==> config.mk <==
export PLATFORM = sky130hd
export DESIGN_NAME = hack_cpu
export DESIGN_NICKNAME = d
export VERILOG_FILES = /design/src/rtl/hack_cpu.sv
export SDC_FILE = /design/constraint.sdc
export NUM_CORES = 1
export LEC_CHECK = 0
export BUFFER_PORTS_ARGS = -buffer_cell sky130_fd_sc_hd__buf_4
export CAP_MARGIN = 20
export CORE_AREA = 5 5 121 123
export DETAILED_ROUTE_END_ITERATION = 8
export DIE_AREA = 0 0 126 128
export PLACE_DENSITY = 0.77
export RECOVER_POWER = 100
export SLEW_MARGIN = 40
export SYNTH_ARGS = -nofsm -noshare
export SYNTH_HDL_FRONTEND = slang
export SYNTH_SLANG_ARGS = --single-unit
==> constraint.sdc <==
create_clock -name clk -period 4.52 [get_ports clk]
set_input_delay 0 -clock clk [delete_from_list [all_inputs] [get_ports clk]]
set_output_delay 0 -clock clk [all_outputs]
set_load 0.01 [all_outputs]
==> src/rtl/hack_cpu.sv <==
// rtl/hack_cpu.sv - multi-cycle Hack CPU core with ROM fetch, ready-handshake data port and Hack ALU
//
// Optional feature macro: HACK_CPU_HALT_EN (jump-to-self enters a sticky HALT state).
//
// alu ports:
//   x, y            16-bit operands
//   zx,nx,zy,ny,f,no Hack ALU control bits
//   out, zr, ng     result, result==0, result<0
//
// hack_cpu ports:
//   clk, rst_n      clock, synchronous active-low reset
//   rom_addr/rom_data  instruction fetch; ROM data valid one cycle after address
//   mem_addr/mem_wdata/mem_we/mem_re/mem_rdata/mem_ready  data port, request held until ready
//   pc              program counter
//   halted          high in HALT (tied low without HACK_CPU_HALT_EN)

module alu (
    input  logic [15:0] x,
    input  logic [15:0] y,
    input  logic        zx,
    input  logic        nx,
    input  logic        zy,
    input  logic        ny,
    input  logic        f,
    input  logic        no,
    output logic [15:0] out,
    output logic        zr,
    output logic        ng
);
    logic [15:0] x_z, x_n, y_z, y_n, f_out;

    always_comb begin
        x_z   = zx ? 16'h0000 : x;
        x_n   = nx ? ~x_z : x_z;
        y_z   = zy ? 16'h0000 : y;
        y_n   = ny ? ~y_z : y_z;
        f_out = f ? (x_n + y_n) : (x_n & y_n);
        out   = no ? ~f_out : f_out;
        zr    = (out == 16'h0000);
        ng    = out[15];
    end
endmodule

module hack_cpu (
    input  logic        clk,
    input  logic        rst_n,
    output logic [14:0] rom_addr,
    input  logic [15:0] rom_data,
    output logic [14:0] mem_addr,
    output logic [15:0] mem_wdata,
    output logic        mem_we,
    output logic        mem_re,
    input  logic [15:0] mem_rdata,
    input  logic        mem_ready,
    output logic [14:0] pc,
    output logic        halted
);
    typedef enum logic [2:0] {
        S_FETCH  = 3'd0,
        S_DECODE = 3'd1,
        S_MEMRD  = 3'd2,
        S_EXEC   = 3'd3,
        S_MEMWR  = 3'd4,
        S_HALT   = 3'd5
    } state_t;

    state_t      state_q, state_d;
    logic [15:0] a_q, a_d;
    logic [15:0] d_q, d_d;
    logic [15:0] m_q, m_d;
    logic [15:0] ir_q, ir_d;
    logic [14:0] pc_q, pc_d;
    logic        mem_re_q, mem_re_d;
    logic        mem_we_q, mem_we_d;
    logic [14:0] mem_addr_q, mem_addr_d;
    logic [15:0] mem_wdata_q, mem_wdata_d;
`ifdef HACK_CPU_HALT_EN
    // A jump-to-self that also writes M finishes its MEMWR before halting.
    logic        halt_pend_q, halt_pend_d;
`endif

    logic [15:0] alu_y;
    logic [15:0] alu_out;
    logic        alu_zr;
    logic        alu_ng;
    logic        jump;
    logic [14:0] pc_inc;

    assign alu_y  = ir_q[12] ? m_q : a_q;
    assign pc_inc = pc_q + 15'd1;
    assign jump   = ir_q[15] & ((ir_q[2] & alu_ng) |
                                (ir_q[1] & alu_zr) |
                                (ir_q[0] & ~alu_ng & ~alu_zr));

    alu u_alu (
        .x   (d_q),
        .y   (alu_y),
        .zx  (ir_q[11]),
        .nx  (ir_q[10]),
        .zy  (ir_q[9]),
        .ny  (ir_q[8]),
        .f   (ir_q[7]),
        .no  (ir_q[6]),
        .out (alu_out),
        .zr  (alu_zr),
        .ng  (alu_ng)
    );

    always_comb begin
        state_d     = state_q;
        a_d         = a_q;
        d_d         = d_q;
        m_d         = m_q;
        ir_d        = ir_q;
        pc_d        = pc_q;
        mem_re_d    = mem_re_q;
        mem_we_d    = mem_we_q;
        mem_addr_d  = mem_addr_q;
        mem_wdata_d = mem_wdata_q;
`ifdef HACK_CPU_HALT_EN
        halt_pend_d = halt_pend_q;
`endif
        case (state_q)
            S_FETCH: begin
                state_d = S_DECODE;
            end
            S_DECODE: begin
                ir_d = rom_data;
                if (rom_data[15] && rom_data[12]) begin
                    state_d    = S_MEMRD;
                    mem_re_d   = 1'b1;
                    mem_addr_d = a_q[14:0];
                end else begin
                    state_d = S_EXEC;
                end
            end
            S_MEMRD: begin
                if (mem_ready) begin
                    m_d      = mem_rdata;
                    mem_re_d = 1'b0;
                    state_d  = S_EXEC;
                end
            end
            S_EXEC: begin
                if (!ir_q[15]) begin
                    a_d     = {1'b0, ir_q[14:0]};
                    pc_d    = pc_inc;
                    state_d = S_FETCH;
                end else begin
                    if (ir_q[5]) a_d = alu_out;
                    if (ir_q[4]) d_d = alu_out;
                    // Jump target and M address use A as it was before this instruction.
                    pc_d = jump ? a_q[14:0] : pc_inc;
                    if (ir_q[3]) begin
                        mem_we_d    = 1'b1;
                        mem_addr_d  = a_q[14:0];
                        mem_wdata_d = alu_out;
                        state_d     = S_MEMWR;
                    end else begin
                        state_d = S_FETCH;
                    end
`ifdef HACK_CPU_HALT_EN
                    if (jump && (a_q[14:0] == pc_q)) begin
                        if (ir_q[3]) halt_pend_d = 1'b1;
                        else         state_d     = S_HALT;
                    end
`endif
                end
            end
            S_MEMWR: begin
                if (mem_ready) begin
                    mem_we_d = 1'b0;
                    state_d  = S_FETCH;
`ifdef HACK_CPU_HALT_EN
                    if (halt_pend_q) state_d = S_HALT;
`endif
                end
            end
            S_HALT: begin
                state_d = S_HALT;
            end
            default: begin
                state_d = S_FETCH;
            end
        endcase
    end

    always_ff @(posedge clk) begin
        if (!rst_n) begin
            state_q     <= S_FETCH;
            a_q         <= 16'h0000;
            d_q         <= 16'h0000;
            m_q         <= 16'h0000;
            ir_q        <= 16'h0000;
            pc_q        <= 15'h0000;
            mem_re_q    <= 1'b0;
            mem_we_q    <= 1'b0;
            mem_addr_q  <= 15'h0000;
            mem_wdata_q <= 16'h0000;
`ifdef HACK_CPU_HALT_EN
            halt_pend_q <= 1'b0;
`endif
        end else begin
            state_q     <= state_d;
            a_q         <= a_d;
            d_q         <= d_d;
            m_q         <= m_d;
            ir_q        <= ir_d;
            pc_q        <= pc_d;
            mem_re_q    <= mem_re_d;
            mem_we_q    <= mem_we_d;
            mem_addr_q  <= mem_addr_d;
            mem_wdata_q <= mem_wdata_d;
`ifdef HACK_CPU_HALT_EN
            halt_pend_q <= halt_pend_d;
`endif
        end
    end

    // pc only moves at the EXEC edge, so it is already stable as the FETCH address.
    assign rom_addr  = pc_q;
    assign pc        = pc_q;
    assign mem_addr  = mem_addr_q;
    assign mem_wdata = mem_wdata_q;
    assign mem_we    = mem_we_q;
    assign mem_re    = mem_re_q;
`ifdef HACK_CPU_HALT_EN
    assign halted    = (state_q == S_HALT);
`else
    assign halted    = 1'b0;
`endif
endmodule
# Word level (Yosys, flattened, before mapping)
# Index checks and enable logic that the tools add are counted.
[op_classes]
n_addsub = 2
n_eq_ne = 11
mux = 27
bitwise_logic = 13
reduce_logical = 14
[ops]
columns = ["operator", "n"]
rows = [
  ["16-bit 2-to-1 mux", 9],
  ["15-bit 2-to-1 mux", 5],
  ["16-bit NOT", 3],
  ["15-bit one-hot mux with 2 select lines", 1],
  ["3-bit one-hot mux with 6 select lines", 1],
  ["16-bit adder", 1],
  ["16-bit bitwise AND", 1],
  ["16-bit logical NOT", 1],
  ["15-bit by 1-bit adder with 15-bit output, second input constant", 1],
  ["3-bit 2-to-1 mux", 4],
  ["2-bit inequality test, second input constant", 6],
  ["3-bit AND reduction", 3],
  ["4-bit AND reduction", 2],
  ["3-bit by 2-bit == test with 1-bit output, second input constant", 2],
  ["3-bit == test, second input constant", 2],
  ["2-bit AND reduction", 3],
  ["2-bit nonzero test", 3],
  ["1-bit bitwise AND", 5],
  ["1-bit 2-to-1 mux", 5],
  ["1-bit one-hot mux with 2 select lines", 2],
  ["3-bit by 1-bit == test with 1-bit output, second input constant", 1],
  ["3-bit logical NOT", 1],
  ["1-bit NOT", 2],
  ["1-bit OR", 2],
  ["1-bit logical AND", 1],
]
[totals]
ff_bits = 115
in_bits = 35

# Logic depth before layout (Yosys ltp)
# Gate-level depths: netlist (run 1).
[depth]
depth_word = 15
mapped_depth = 19
mapped_depth_nobuf = 15

# Cells and area by module
# Synthesis (run 1) repeated with hierarchy kept, for this count alone.
[unflattened]
hier_cells = 812
hier_area_um2 = 6756.5
[by_module_without_submodules]
columns = ["module", "instances", "cells_per_inst", "area_each_um2", "seq_area_each_um2"]
rows = [
  ["hack_cpu", 1, 577, 5004.8, 2302.2],
  ["alu", 1, 235, 1751.7, 0.0],
]

# Worst setup path after synthesis (run 1)
# No wires, ideal clock.
[synth_timing]
path_kind = "register to register"
startpoint = "reg ir_q[12]"
endpoint = "reg pc_q[5] (netlist: pc[5])"
setup_ns = 0.074
arrival_time_ns = 4.854
setup_slack_ns = -0.408
stages_incl_launch_ff = 18
n_path_buf = 3
path_cell_list = "dfxtp_1 > clkbuf_1 > clkbuf_1 > mux2i_1 > nor2_1 > xor2_1 > ha_1 > and3_1 > a221oi_4 > o21ai_2 > o211ai_1 > or4b_4 > or4b_4 > nor4_4 > mux2i_1 > buf_2 > o221ai_1 > a31oi_1"
[synth_between]
elab_chain_len = 15
word_cells_on_any_way = 21
[synth_lines]
columns = ["item", "line_no", "source"]
rows = [
  ["start, declared", "71", "logic [15:0] ir_q, ir_d;"],
  ["start signal, assigned", "208", "ir_q <= ir_d;"],
  ["16-bit 2-to-1 mux *", "89", "assign alu_y = ir_q[12] ? m_q : a_q;"],
  ["16-bit 2-to-1 mux *", "35", "y_z = zy ? 16'h0000 : y;"],
  ["16-bit NOT", "36", "y_n = ny ? ~y_z : y_z;"],
  ["16-bit 2-to-1 mux *", "36", ""],
  ["16-bit adder or 16-bit bitwise AND (tied branches)", "37", "f_out = f ? (x_n + y_n) : (x_n & y_n);"],
  ["16-bit 2-to-1 mux *", "37", ""],
  ["16-bit NOT", "38", "out = no ? ~f_out : f_out;"],
  ["16-bit 2-to-1 mux *", "38", ""],
  ["16-bit logical NOT or 1-bit NOT (tied branches)", "39, 93", ""],
  ["1-bit bitwise AND (tied with other cells)", "92", "(ir_q[1] & alu_zr) |"],
  ["1-bit OR or 1-bit bitwise AND (tied branches)", "91, 93", ""],
  ["1-bit OR *", "92", ""],
  ["1-bit bitwise AND *", "91", "assign jump = ir_q[15] & ((ir_q[2] & alu_ng) |"],
  ["15-bit 2-to-1 mux *", "153", "pc_d = jump ? a_q[14:0] : pc_inc;"],
  ["15-bit 2-to-1 mux *", "145", "if (!ir_q[15]) begin"],
  ["end signal, assigned", "209", "pc_q <= pc_d;"],
  ["end, declared", "72", "logic [14:0] pc_q, pc_d;"],
]
# Every way passes the cells marked *; elsewhere a longest branch is shown, timed or not.
# A chain may end at the register's enable or synchronous reset.

# Worst setup path after layout (run 1)
[layout_timing]
startpoint = "reg ir_q[12]"
endpoint = "reg pc_q[8] (netlist: pc[8])"
# Same word-level chain as after synthesis.

==> results of run 1 <==
[per-stage QoR]
stage | worst slack, ns | util (%) | total power [W] | TNS (ns)
floorplan | 0.00457 | - | 0.00163 | 0
global placement | 0.159 | 57.9 | 0.00189 | 0
detailed placement | 0.0326 | 58.0 | 0.00190 | 0
CTS | 0.0279 | 65.0 | 0.00327 | 0
global route | -0.0177 | 64.6 | 0.00342 | -0.0602
finish | 0.145 | 64.6 | 0.00330 | 0
[power groups by stage]
stage / combinational [W] / sequential [W] / clock, W
2_1_floorplan: 0.000503 / 0.00113 / 0
3_3_place_gp: 0.000730 / 0.00116 / 0
3_5_place_dp: 0.000738 / 0.00116 / 0
4_1_cts: 0.000769 / 0.00114 / 0.00136
5_1_grt: 0.000856 / 0.00115 / 0.00141
6_report: 0.000795 / 0.00114 / 0.00136
[cells by family (layout without fill, tap and decap cells)]
group                    Yosys count  in the layout
multiplexers                      33             33
adder cells (fa/ha/maj)           18             18
AO/OA/AOI/OAI                    221            221
flip-flops                       115            115
other                              1              1
buffers and inverters             99            218
XOR/XNOR                          46             46
AND/OR/NAND/NOR                  379            380
[worst max-delay path: stages, from the launching register on]
cell and delay [ns]:
dfxtp_4 0.36, buf_12 0.12, mux2i_1 0.23, nor2_1 0.08, xor2_1 0.15, ha_1 0.38
and3_4 0.22, a221oi_4 0.06, buf_4 0.17, o2111a_1 0.26, or4_4 0.53, nand4_1 0.10
or4b_4 0.48, nor4_4 0.21, buf_4 0.19, and4b_4 0.25, o311ai_1 0.32, a31oi_1 0.12
[cell type report]
class / count / area (sq um)
inverters: 13 / 53.8
fillers: 1176 / 4790
flip-flops and latches: 115 / 2310
well taps: 180 / 225
repair buffers: 174 / 1180
multi-input cells: 699 / 4400
clock inverters: 9 / 103
clock buffers: 22 / 494
[cell usage after synthesis (3+ instances only)]
library cell,count,area [sq um]
a221oi_1,4,35.0
buf_4,16,120
clkbuf_1,59,221
nor4_1,4,25.0
dfxtp_1,115,2300
nand2b_1,23,144
buf_1,5,18.8
and3_1,14,87.6
o311ai_1,14,123
a21oi_1,94,470
xnor2_1,29,254
nand2_1,177,664
o2bb2ai_1,3,26.3
o311ai_0,3,26.3
and2_1,7,43.8
xor2_1,17,149
ha_1,17,213
o221ai_1,13,114
nand4_1,4,25.0
nor2b_1,13,81.3
o31ai_1,5,37.5
nor3_1,6,30.0
o2111ai_1,3,26.3
o2111a_1,3,33.8
a21o_1,6,45.0
inv_1,13,48.8
nor3b_1,10,75.1
nor2_1,82,308
o21ai_0,10,50.1
buf_2,3,15.0
a211oi_1,18,135
a31oi_1,18,113
nand3_1,19,95.1
o22ai_1,3,18.8
mux2i_1,32,320
or2_2,4,25.0
o211ai_1,6,45.0
nand3b_1,3,22.5
[sequential cells by signal, indices dropped and copies added, names as in the netlist]
name	cells
m_q	16
state_q	3
a_q	16
d_q	16
ir_q	16
mem_addr	15
pc	15
mem_we	1
mem_re	1
mem_wdata	16
[per-layer routing]
| layer | global-route usage (%) | vias to the layer above | part of all wire (%) |
|---|---|---|---|
| met5 | 0 | - | 0 |
| met4 | 12.6 | 0 | 3.9 |
| met3 | 6.42 | 77 | 7.8 |
| met2 | 43.7 | 366 | 48 |
| met1 | 34.1 | 3426 | 41 |
| li1 | - | 3415 | - |
[worst paths after layout]
check	slack (ns)	endpoint	from	cells past startpoint
hold reg to reg	0.45	mem_addr[7]$_SDFFE_PN0P_	mem_addr[7]$_SDFFE_PN0P_	2
setup reg to reg	0.15	pc[8]$_SDFFE_PN0P_	ir_q[12]$_SDFFE_PN0P_	17
hold / removal	0.36	ir_q[6]$_SDFFE_PN0P_	rom_data[6]	4
setup / recovery	0.15	pc[8]$_SDFFE_PN0P_	ir_q[12]$_SDFFE_PN0P_	17
[what timing repair did]
action | in CTS | in global routing
gates resized for setup | 0 | 29
gates cloned | 0 | 1
setup endpoints to repair | 1 | 15
hold endpoints to repair | 37 | 0
setup buffers | 0 | 7
pin swaps | 1 | 5
hold buffers | 35 | 0
==> reports/metrics.csv, run 1 <==
stage,metric,value,unit
clocking,cts_sinks,115,
power_and_ir_drop,pwr-share-seq,34.7,%
finish,drive_gt1_share,13.7,%
global_route,grt_pass1_vias,6683,
timing,maxSlewViolCount,18,
power_and_ir_drop,max-vdd-ir-drop,0.283,mV
setup_path,cp_max_fo,8,
setup_path,path_class,register to register,
synthesis,synth.net_count,965,
drt,first_pass_iters,6,
timing,period_share,96.8,%
timing,max_freq,229,MHz
clocking,clk_path_buf_depth,2,
clocking,clk_latency,0.43,ns
power_and_ir_drop,internal_power,0.00227,W
drt,post_drt_via_cell_ratio,6.01,
place,post-dp-hpwl,14600,microns
synthesis,synth_simple_gate_area_share,25.4,%
outcome,violations,"capacitance limit, slew limit",
synthesis,ys.flop_type,dfxtp_1,
setup_path,end_kind,register,
clocking,cts-root-buf,clkbuf_16,
place,finalWeightedCongestion,0.948,
synthesis,synthArstFlopShare,0,%
synthesis,seq_area_frac_synth,33.1,%
flow_run,cap_violations,1,
finish,stdcell_area,0.00876,sq mm
clocking,cts-buffers-inserted,17,
synthesis,synth_edf_count,0,
power_and_ir_drop,power.density,376,mW/mm^2
setup_path,cp.required,4.81,ns
synthesis,syn_area,0.00696,sq mm
outcome,status,"finished, violations left",
place,dpl_cell_area,0.00787,sq mm
synthesis,ys_seq_elements,115,
synthesis,synth_top_family_by_area,simple AND/OR/NAND/NOR gates,
synthesis,muxShareOfSynthArea,4.76,%
worst_hold_path,hold_path.class,primary input to register,
synthesis,syn_area_per_cell,7.63,sq um
timing,relSlewSlack,-35.9,%
place,place_inst,1138,
synthesis,synthCells,912,
drt,ant_nets,0,
clocking,cts_tree,yes,
global_route,grt_max_degree,69,
drt,finalWirelength,22700,microns
global_route,antenna_found_initial,0,
power_and_ir_drop,combPwrFrac,24.1,%
floorplan,fp-row-count,43,
synthesis,synth.distinct_cells,67,
floorplan,io_pins,99,
floorplan,start_util,51.4,%
timing,fin_worst_skew,0.0112,ns
timing,hold_viol_final,0,
global_route,grt_use_total,27.0,%
finish,final_common_cell,nand2_1,
power_and_ir_drop,power.switching,0.00103,W
timing,period_needed,4.37,ns
timing,whs,0.361,ns
finish,layout.nets,1073,
floorplan,fp.dieArea,0.0161,sq mm
power_and_ir_drop,leakage,3.24,nW
global_route,grt_first_pass_wirelength,35000,microns
timing,tightestPinTransition,2.03,ns
floorplan,die_w,126,microns
synthesis,yosysWarnings,0,
clocking,htree_levels,4,
clocking,path_clk_slew,0.05,ns
finish,diodes,0,
floorplan,core_area,0.0136,sq mm
finish,syn2layout_area_growth,25.9,%
drt,drcViolationCount,0,
timing,setup_viol,0,
finish,mostFrequentLayoutCells,"nand2_1 (177), dfxtp_1 (114), a21oi_1 (92)",
power_and_ir_drop,clkPwrFrac,41.2,%
drt,drt_iter0_markers,811,
synthesis,synth_compound_area_share,21.1,%
drt,routed-via-count,7284,
synthesis,synth-xor-area-share,5.79,%
drt,wire_per_inst,18.7,microns
place,io_buffers,97,
setup_path,critPathLaunchType,register,
finish,final_cells,1212,
global_route,grt_overflow,0,
synthesis,synthAdderAreaFrac,3.34,%
setup_path,cp_data_arrival_time,4.66,ns
floorplan,chipHeight,128,microns
power_and_ir_drop,p_sw_share,31.3,%
(Power assumes the default switching activity.)
==> run 2: changes to the inputs <==
ABC_AREA = 1   (was unset)
CORE_AREA = 5 5 124 126   (was 5 5 121 123)
DIE_AREA = 0 0 129 131   (was 0 0 126 128)
PLACE_DENSITY = 0.76   (was 0.77)
==> reports/metrics.csv, run 2 <==
stage,metric,value,unit,change
outcome,status,"finished, violations left",,
outcome,violations,"capacitance limit, slew limit",,
floorplan,start_util,51.5,%,+0.15 points
drt,drcViolationCount,0,,unchanged
setup_path,end_kind,register,,
timing,hold_viol_final,0,,unchanged
setup_path,cp_slowest_stage_delay,0.44,ns,-0.09 ns
timing,rsz0062_at_grt,false,,
place,post-dp-hpwl,15600,microns,+6.8%
power_and_ir_drop,p_sw_share,33.5,%,+2.2 points
finish,drive_gt1_share,13.0,%,-0.70 points
power_and_ir_drop,power.density,412,mW/mm^2,+9.4%
drt,wire_per_inst,16.2,microns,-13%
clocking,path_clk_slew,0.05,ns,about the same
synthesis,syn_area_per_cell,6.85,sq um,-10%
synthesis,synth.most_common_cell,nand2_1,,
setup_path,cp_data_arrival_time,4.55,ns,-0.11 ns
timing,tightestPinTransition,2.17,ns,+0.134 ns
synthesis,synth.largest_area_cell,dfxtp_1,,
setup_path,cpLargestDelayFamily,simple AND/OR/NAND/NOR gates,,
timing,relSlewSlack,-44.5,%,-8.6 points
timing,period_needed,4.20,ns,-0.172 ns
synthesis,ys.flop_type,dfxtp_1,,
power_and_ir_drop,clkPwrFrac,40.0,%,-1.2 points
setup_path,critical_path.n_buffers_inverters,2,,-1
finish,mostFrequentLayoutCells,"nand2_1 (215), inv_1 (143), dfxtp_1 (115)",,
place,finalWeightedCongestion,0.936,,-1.3%
power_and_ir_drop,pwr-share-seq,31.5,%,-3.2 points
power_and_ir_drop,internal_power,0.00237,W,+4.6%
finish,final_common_cell,nand2_1,,
finish,fin_util,60.9,%,-3.7 points
global_route,grt_use_total,26.0,%,-0.95 points
synthesis,synthTopCellsByArea,"dfxtp_1 (31%), nand2_1 (11%), inv_1 (7.3%)",,
clocking,clk_latency,0.42,ns,about the same
timing,maxSlewViolCount,31,,+13
drt,drt_iter0_markers,652,,-20%
setup_path,crit_chain,"clkinvlp_2, a21oi_1, o21ai_0, xor2_1, ha_1, a21oi_1, nand2_1, a21oi_1, nand3_1, nand3_1, nand3_1, nand2_1, nand2_2, nor2_2, nand3_1, nand2_2, nand3_4, nand2_4, inv_1, nor2_1, nor2_1, nor2_1",,
drt,first_pass_iters,5,,-1
clocking,cts-root-buf,clkbuf_16,,
floorplan,io_pins,99,,unchanged
setup_path,cp.required,4.87,ns,+0.06 ns
global_route,grt_max_degree,79,,+14%
place,dpl_cell_area,0.00800,sq mm,+1.7%
clocking,clk_path_buf_depth,2,,unchanged
clocking,cts-buffers-inserted,17,,unchanged
floorplan,chipHeight,131,microns,+2.3%
worst_hold_path,hold_path.class,primary input to register,,
timing,setup_viol,0,,unchanged
floorplan,fp.dieArea,0.0169,sq mm,+4.8%
global_route,grt_pass1_vias,6571,,-1.7%
floorplan,die_w,129,microns,+2.4%
drt,ant_nets,0,,unchanged
floorplan,fp-row-count,44,,+2.3%
timing,fin_worst_skew,0.0201,ns,+0.00891 ns
drt,finalWirelength,22000,microns,-2.7%
clocking,cts_sinks,115,,unchanged
global_route,antenna_found_initial,0,,unchanged
flow_run,cap_violations,1,,unchanged
clocking,htree_levels,4,,unchanged
setup_path,critPathLaunchType,register,,
synthesis,syn_area,0.00732,sq mm,+5.1%
global_route,grt_overflow,0,,unchanged
power_and_ir_drop,leakage,3.89,nW,+20%
synthesis,ys_seq_elements,115,,unchanged
global_route,grt_first_pass_wirelength,34300,microns,-2.1%
drt,post_drt_via_cell_ratio,5.36,,-11%
power_and_ir_drop,max-vdd-ir-drop,0.311,mV,+10%
setup_path,path_class,register to register,,
drt,routed-via-count,7274,,-0.14%
place,pre_cts_slack,0.524,ns,+0.491 ns
synthesis,seq_area_frac_synth,31.5,%,-1.6 points
synthesis,yosysWarnings,0,,unchanged
power_and_ir_drop,power.switching,0.00119,W,+15%
synthesis,synth_common_cells,"nand2_1 (206), inv_1 (143), dfxtp_1 (115), nor2_1 (82), nand3_1 (79)",,
clocking,cts_tree,yes,,
finish,layout.nets,1215,,+13%
setup_path,cp_max_fo,16,,+8
synthesis,synthArstFlopShare,0,%,unchanged
synthesis,synth.net_count,1121,,+16%
synthesis,synth_edf_count,0,,unchanged
timing,tns,0,ns,unchanged
finish,diodes,0,,unchanged
timing,period_share,93.0,%,-3.8 points
timing,layout_setup_ws,0.317,ns,+0.172 ns
finish,syn2layout_area_growth,18.3,%,
place,io_buffers,97,,unchanged
setup_path,critPathMostFrequentCell,nand3_1,,
finish,stdcell_area,0.00865,sq mm,-1.3%
timing,max_freq,238,MHz,+4.1%
synthesis,synthCells,1068,,+17%
synthesis,yosysTopAreaCellShare,31.5,%,-1.6 points
synthesis,synth.distinct_cells,46,,-31%
setup_path,slowest_stage,dfxtp_1,,
floorplan,core_area,0.0142,sq mm,+4.8%
power_and_ir_drop,combPwrFrac,28.5,%,+4.4 points
[run 2: cell families (layout without fill, tap and decap cells)]
family / Yosys count / after routing / synth area share [%]
XOR/XNOR: 47 / 47 / 5.73
other: 1 / 1 / 0.0513
AND/OR/NAND/NOR: 456 / 456 / 29.7
adder cells (fa/ha/maj): 18 / 18 / 3.18
buffers and inverters: 225 / 330 / 13.4
flip-flops: 115 / 115 / 31.5
AO/OA/AOI/OAI: 206 / 206 / 16.5
[run 2: repair_timing]
item	CTS	global route
setup buffers	0	0
hold buffers	34	0
resized for setup	0	1
setup endpoints to repair	0	2
hold endpoints to repair	36	0
[run 2: power groups by stage]
| stage | logic, W | registers, W | clock network (W) |
|---|---|---|---|
| 6_report | 0.00101 | 0.00112 | 0.00142 |
| 5_1_grt | 0.00112 | 0.00113 | 0.00148 |
| 4_1_cts | 0.00103 | 0.00112 | 0.00144 |
| 3_5_place_dp | 0.00100 | 0.00114 | 0 |
| 3_3_place_gp | 0.000988 | 0.00114 | 0 |
| 2_1_floorplan | 0.000730 | 0.00113 | 0 |
[run 2: worst paths after layout]
path | slack [ns] | depth (start not counted) | startpoint | to
worst max register to register | 0.32 | 22 | ir_q[12]$_SDFFE_PN0P_ | pc[0]$_SDFFE_PN0P_
worst min-delay path | 0.16 | 3 | rst_n | mem_addr[8]$_SDFFE_PN0P_
worst min register to register | 0.44 | 2 | mem_addr[12]$_SDFFE_PN0P_ | mem_addr[12]$_SDFFE_PN0P_
worst max-delay path | 0.32 | 22 | ir_q[12]$_SDFFE_PN0P_ | pc[0]$_SDFFE_PN0P_
[run 2: final cells by class]
cell class | count | area (sq um)
clock buffers | 19 | 433
clock inverters | 11 | 186
fillers | 1351 | 5550
inverters | 155 | 586
multi-input cells | 728 | 4000
flip-flops and latches | 115 | 2300
well taps | 184 | 230
repair buffers | 144 | 915
repair inverters | 1 | 5.00
[run 2: routing by layer]
metal	GRT usage [%]	share of wire (%)	vias up
met5	0	0	-
met4	9.26	2.8	0
met3	4.39	7.3	39
met2	40.5	45	301
met1	36.6	45	3314
li1	-	-	3620
[run 2: metrics by stage]
step | total power (W) | instances | hold slack [ns]
after floorplan | 0.00186 | 1068 | 0.0946
after global placement | 0.00213 | 1292 | 0.214
after detailed placement | 0.00214 | 1292 | 0.212
after CTS | 0.00359 | 1356 | 0.164
after global routing | 0.00372 | 1357 | 0.189
final | 0.00356 | 1357 | 0.163
[run 2: worst register-to-register path, stage by stage, from the launching register on]
cell        delay (ns)
dfxtp_1           0.44
clkinvlp_2        0.39
a21oi_1           0.29
o21ai_0           0.14
xor2_1            0.32
ha_1              0.39
a21oi_1           0.18
nand2_1           0.06
a21oi_1           0.22
nand3_1           0.12
nand3_1           0.10
nand3_1           0.08
nand2_1           0.16
nand2_2           0.10
nor2_2            0.14
nand3_1           0.10
nand2_2           0.09
nand3_4           0.17
nand2_4           0.28
inv_1             0.10
nor2_1            0.12
nor2_1            0.06
nor2_1            0.09
==> run 3: changes to the inputs <==
REMOVE_ABC_BUFFERS = 1   (was unset)
==> reports/metrics.csv, run 3 (synthesis results as in run 2) <==
stage,metric,value,unit,change
floorplan,core_area,0.0142,sq mm,unchanged
timing,setup_viol,0,,unchanged
global_route,grt_overflow,0,,unchanged
setup_path,cp.required,4.84,ns,-0.03 ns
flow_run,cap_violations,0,,-1
outcome,status,completed,,
setup_path,reg2reg_depth,22,,unchanged
timing,period_share,90.7,%,-2.3 points
setup_path,r2r_start,ir_q[12]$_SDFFE_PN0P_,,
place,post-dp-hpwl,14500,microns,-6.9%
finish,final_common_cell,nand2_1,,
finish,multi_input_area,0.00402,sq mm,+0.63%
timing,relSlewSlack,4.39,%,+49 points
clocking,cts_tree,yes,,
power_and_ir_drop,internal_power,0.00220,W,-7.3%
power_and_ir_drop,max-vdd-ir-drop,0.283,mV,-8.9%
setup_path,endpoint,pc[0]$_SDFFE_PN0P_,,
setup_path,r2r_end,pc[0]$_SDFFE_PN0P_,,
clocking,clk_latency,0.43,ns,about the same
finish,layout.nets,1218,,+0.25%
global_route,grt_first_pass_wirelength,33500,microns,-2.3%
power_and_ir_drop,p_sw_share,35.4,%,+2.0 points
timing,max_freq,244,MHz,+2.5%
clocking,cts-root-buf,clkbuf_16,,
drt,finalWirelength,21100,microns,-4.3%
clocking,htree_levels,4,,unchanged
setup_path,path_class,register to register,,
setup_path,crit_chain,"clkinvlp_4, a21oi_1, o21ai_0, xor2_1, ha_1, fa_1, nand2_1, nand2_1, xor2_2, nand2_1, nor2_1, nand3_1, nor2_1, nand2_1, nor2_2, nand3_1, nand2_2, nand3_4, nand2_8, o21ai_0, nor2_1, nor2_1",,
clocking,path_clk_slew,0.06,ns,about the same
drt,first_pass_iters,6,,+1
drt,routed-via-count,7270,,-0.055%
floorplan,io_pins,99,,unchanged
clocking,clk_path_buf_depth,2,,unchanged
setup_path,slowest_stage,fa_1,,
setup_path,cp_max_fo,16,,unchanged
timing,hold_viol_final,0,,unchanged
setup_path,critPathLaunch,ir_q[12]$_SDFFE_PN0P_,,
place,finalWeightedCongestion,0.973,,+3.9%
drt,drt_iter0_markers,644,,-1.2%
drt,post_drt_via_cell_ratio,5.35,,-0.28%
drt,wire_per_inst,15.5,microns,-4.5%
floorplan,chipHeight,131,microns,unchanged
global_route,grt_max_degree,79,,unchanged
clocking,cts_sinks,115,,unchanged
timing,period_needed,4.10,ns,-0.102 ns
power_and_ir_drop,combPwrFrac,29.5,%,+1.0 points
drt,drcViolationCount,0,,unchanged
power_and_ir_drop,power.density,395,mW/mm^2,-4.1%
setup_path,cp_data_arrival_time,4.42,ns,-0.13 ns
drt,ant_nets,0,,unchanged
timing,rsz0062_at_grt,false,,
timing,fin_worst_skew,0.0114,ns,-0.00867 ns
finish,drive_gt1_share,13.3,%,+0.31 points
place,place_inst,1295,,+0.23%
place,io_buffers,97,,unchanged
finish,stdcell_area,0.00862,sq mm,-0.33%
setup_path,r2r_slack,0.42,ns,+0.10 ns
timing,tns,0,ns,unchanged
setup_path,end_kind,register,,
power_and_ir_drop,power.switching,0.00121,W,+1.2%
finish,seqCellArea,0.00230,sq mm,unchanged
floorplan,fp.dieArea,0.0169,sq mm,unchanged
setup_path,critPathLaunchType,register,,
finish,nFillCells,1349,,-0.15%
power_and_ir_drop,pwr-share-seq,33.3,%,+1.8 points
setup_path,cp_slowest_stage_delay,0.50,ns,+0.06 ns
power_and_ir_drop,clkPwrFrac,37.2,%,-2.8 points
worst_hold_path,hold_path.class,primary input to register,,
finish,syn2layout_area_growth,17.9,%,
finish,mostFrequentLayoutCells,"nand2_1 (214), inv_1 (144), dfxtp_1 (115)",,
timing,tightestPinTransition,1.43,ns,-0.733 ns
floorplan,die_w,129,microns,unchanged
timing,maxSlewViolCount,0,,-100%
finish,final_cells,1360,,+0.22%
global_route,grt_use_total,24.9,%,-1.1 points
global_route,grt_pass1_vias,6847,,+4.2%
clocking,cts_setup_buffers,0,,unchanged
power_and_ir_drop,leakage,3.86,nW,-0.88%
clocking,cts-buffers-inserted,17,,unchanged
finish,diodes,0,,unchanged
place,dpl_cell_area,0.00801,sq mm,+0.14%
global_route,antenna_found_initial,0,,unchanged
floorplan,fp-row-count,44,,unchanged
floorplan,start_util,51.5,%,unchanged
run 3: worst min-delay path by stage:
stage | from | endpoint | cells after the start
floorplan | mem_ready | mem_we$_SDFFE_PN0P_ | 1
global placement | mem_ready | mem_we$_SDFFE_PN0P_ | 2
detailed placement | mem_ready | mem_we$_SDFFE_PN0P_ | 2
CTS | rst_n | ir_q[7]$_SDFFE_PN0P_ | 3
global route | rst_n | ir_q[10]$_SDFFE_PN0P_ | 3
finish | rst_n | ir_q[10]$_SDFFE_PN0P_ | 3
run 3: what timing repair did:
item	CTS	global route
gates resized for setup	0	2
hold buffers	34	0
setup endpoints to repair	0	2
hold endpoints to repair	36	0
run 3: area by class of cell:
| class | instances | area share [%] |
|---|---|---|
| Multi-Input combinational cell | 728 | 46.6 |
| Sequential cell | 115 | 26.7 |
| Timing Repair Buffer | 147 | 10.7 |
| Inverter | 155 | 6.79 |
| Clock buffer | 22 | 5.50 |
| Tap cell | 184 | 2.67 |
| Clock inverter | 8 | 0.929 |
| Timing Repair inverter | 1 | 0.0580 |
run 3: worst max-delay path: cells and delay by family (launching register included):
kind,cells,cell delay (ns)
AO/OA/AOI/OAI,3,0.41
XOR/XNOR,2,0.43
adder cells (fa/ha/maj),2,0.79
buffers and inverters,1,0.27
flip-flops,1,0.45
AND/OR/NAND/NOR,14,1.63
run 3: layer usage:
metal	vias to the layer above	wire, microns	global-route usage, %
met5	-	0	0
met2	284	9670	39.7
met1	3315	9340	32.9
met4	0	696	11.0
li1	3622	-	-
met3	49	1380	4.88
run 3: metrics by stage:
stage / power, W / hold slack [ns] / worst slack, ns / utilization, %
2_1_floorplan: 0.00182 / 0.0946 / 0.841 / -
3_3_place_gp: 0.00212 / 0.207 / 0.585 / 56.4
3_5_place_dp: 0.00213 / 0.205 / 0.473 / 56.4
4_1_cts: 0.00342 / 0.176 / 0.428 / 62.7
5_1_grt: 0.00358 / 0.205 / 0.0460 / 60.7
6_report: 0.00340 / 0.175 / 0.419 / 60.7
run 3: power by group through the flow:
stage / sequential [W] / clock (W) / combinational, W
floorplan: 0.00116 / 0 / 0.000657
global placement: 0.00115 / 0 / 0.000966
detailed placement: 0.00115 / 0 / 0.000978
CTS: 0.00113 / 0.00127 / 0.00101
global route: 0.00114 / 0.00133 / 0.00111
finish: 0.00113 / 0.00127 / 0.00100
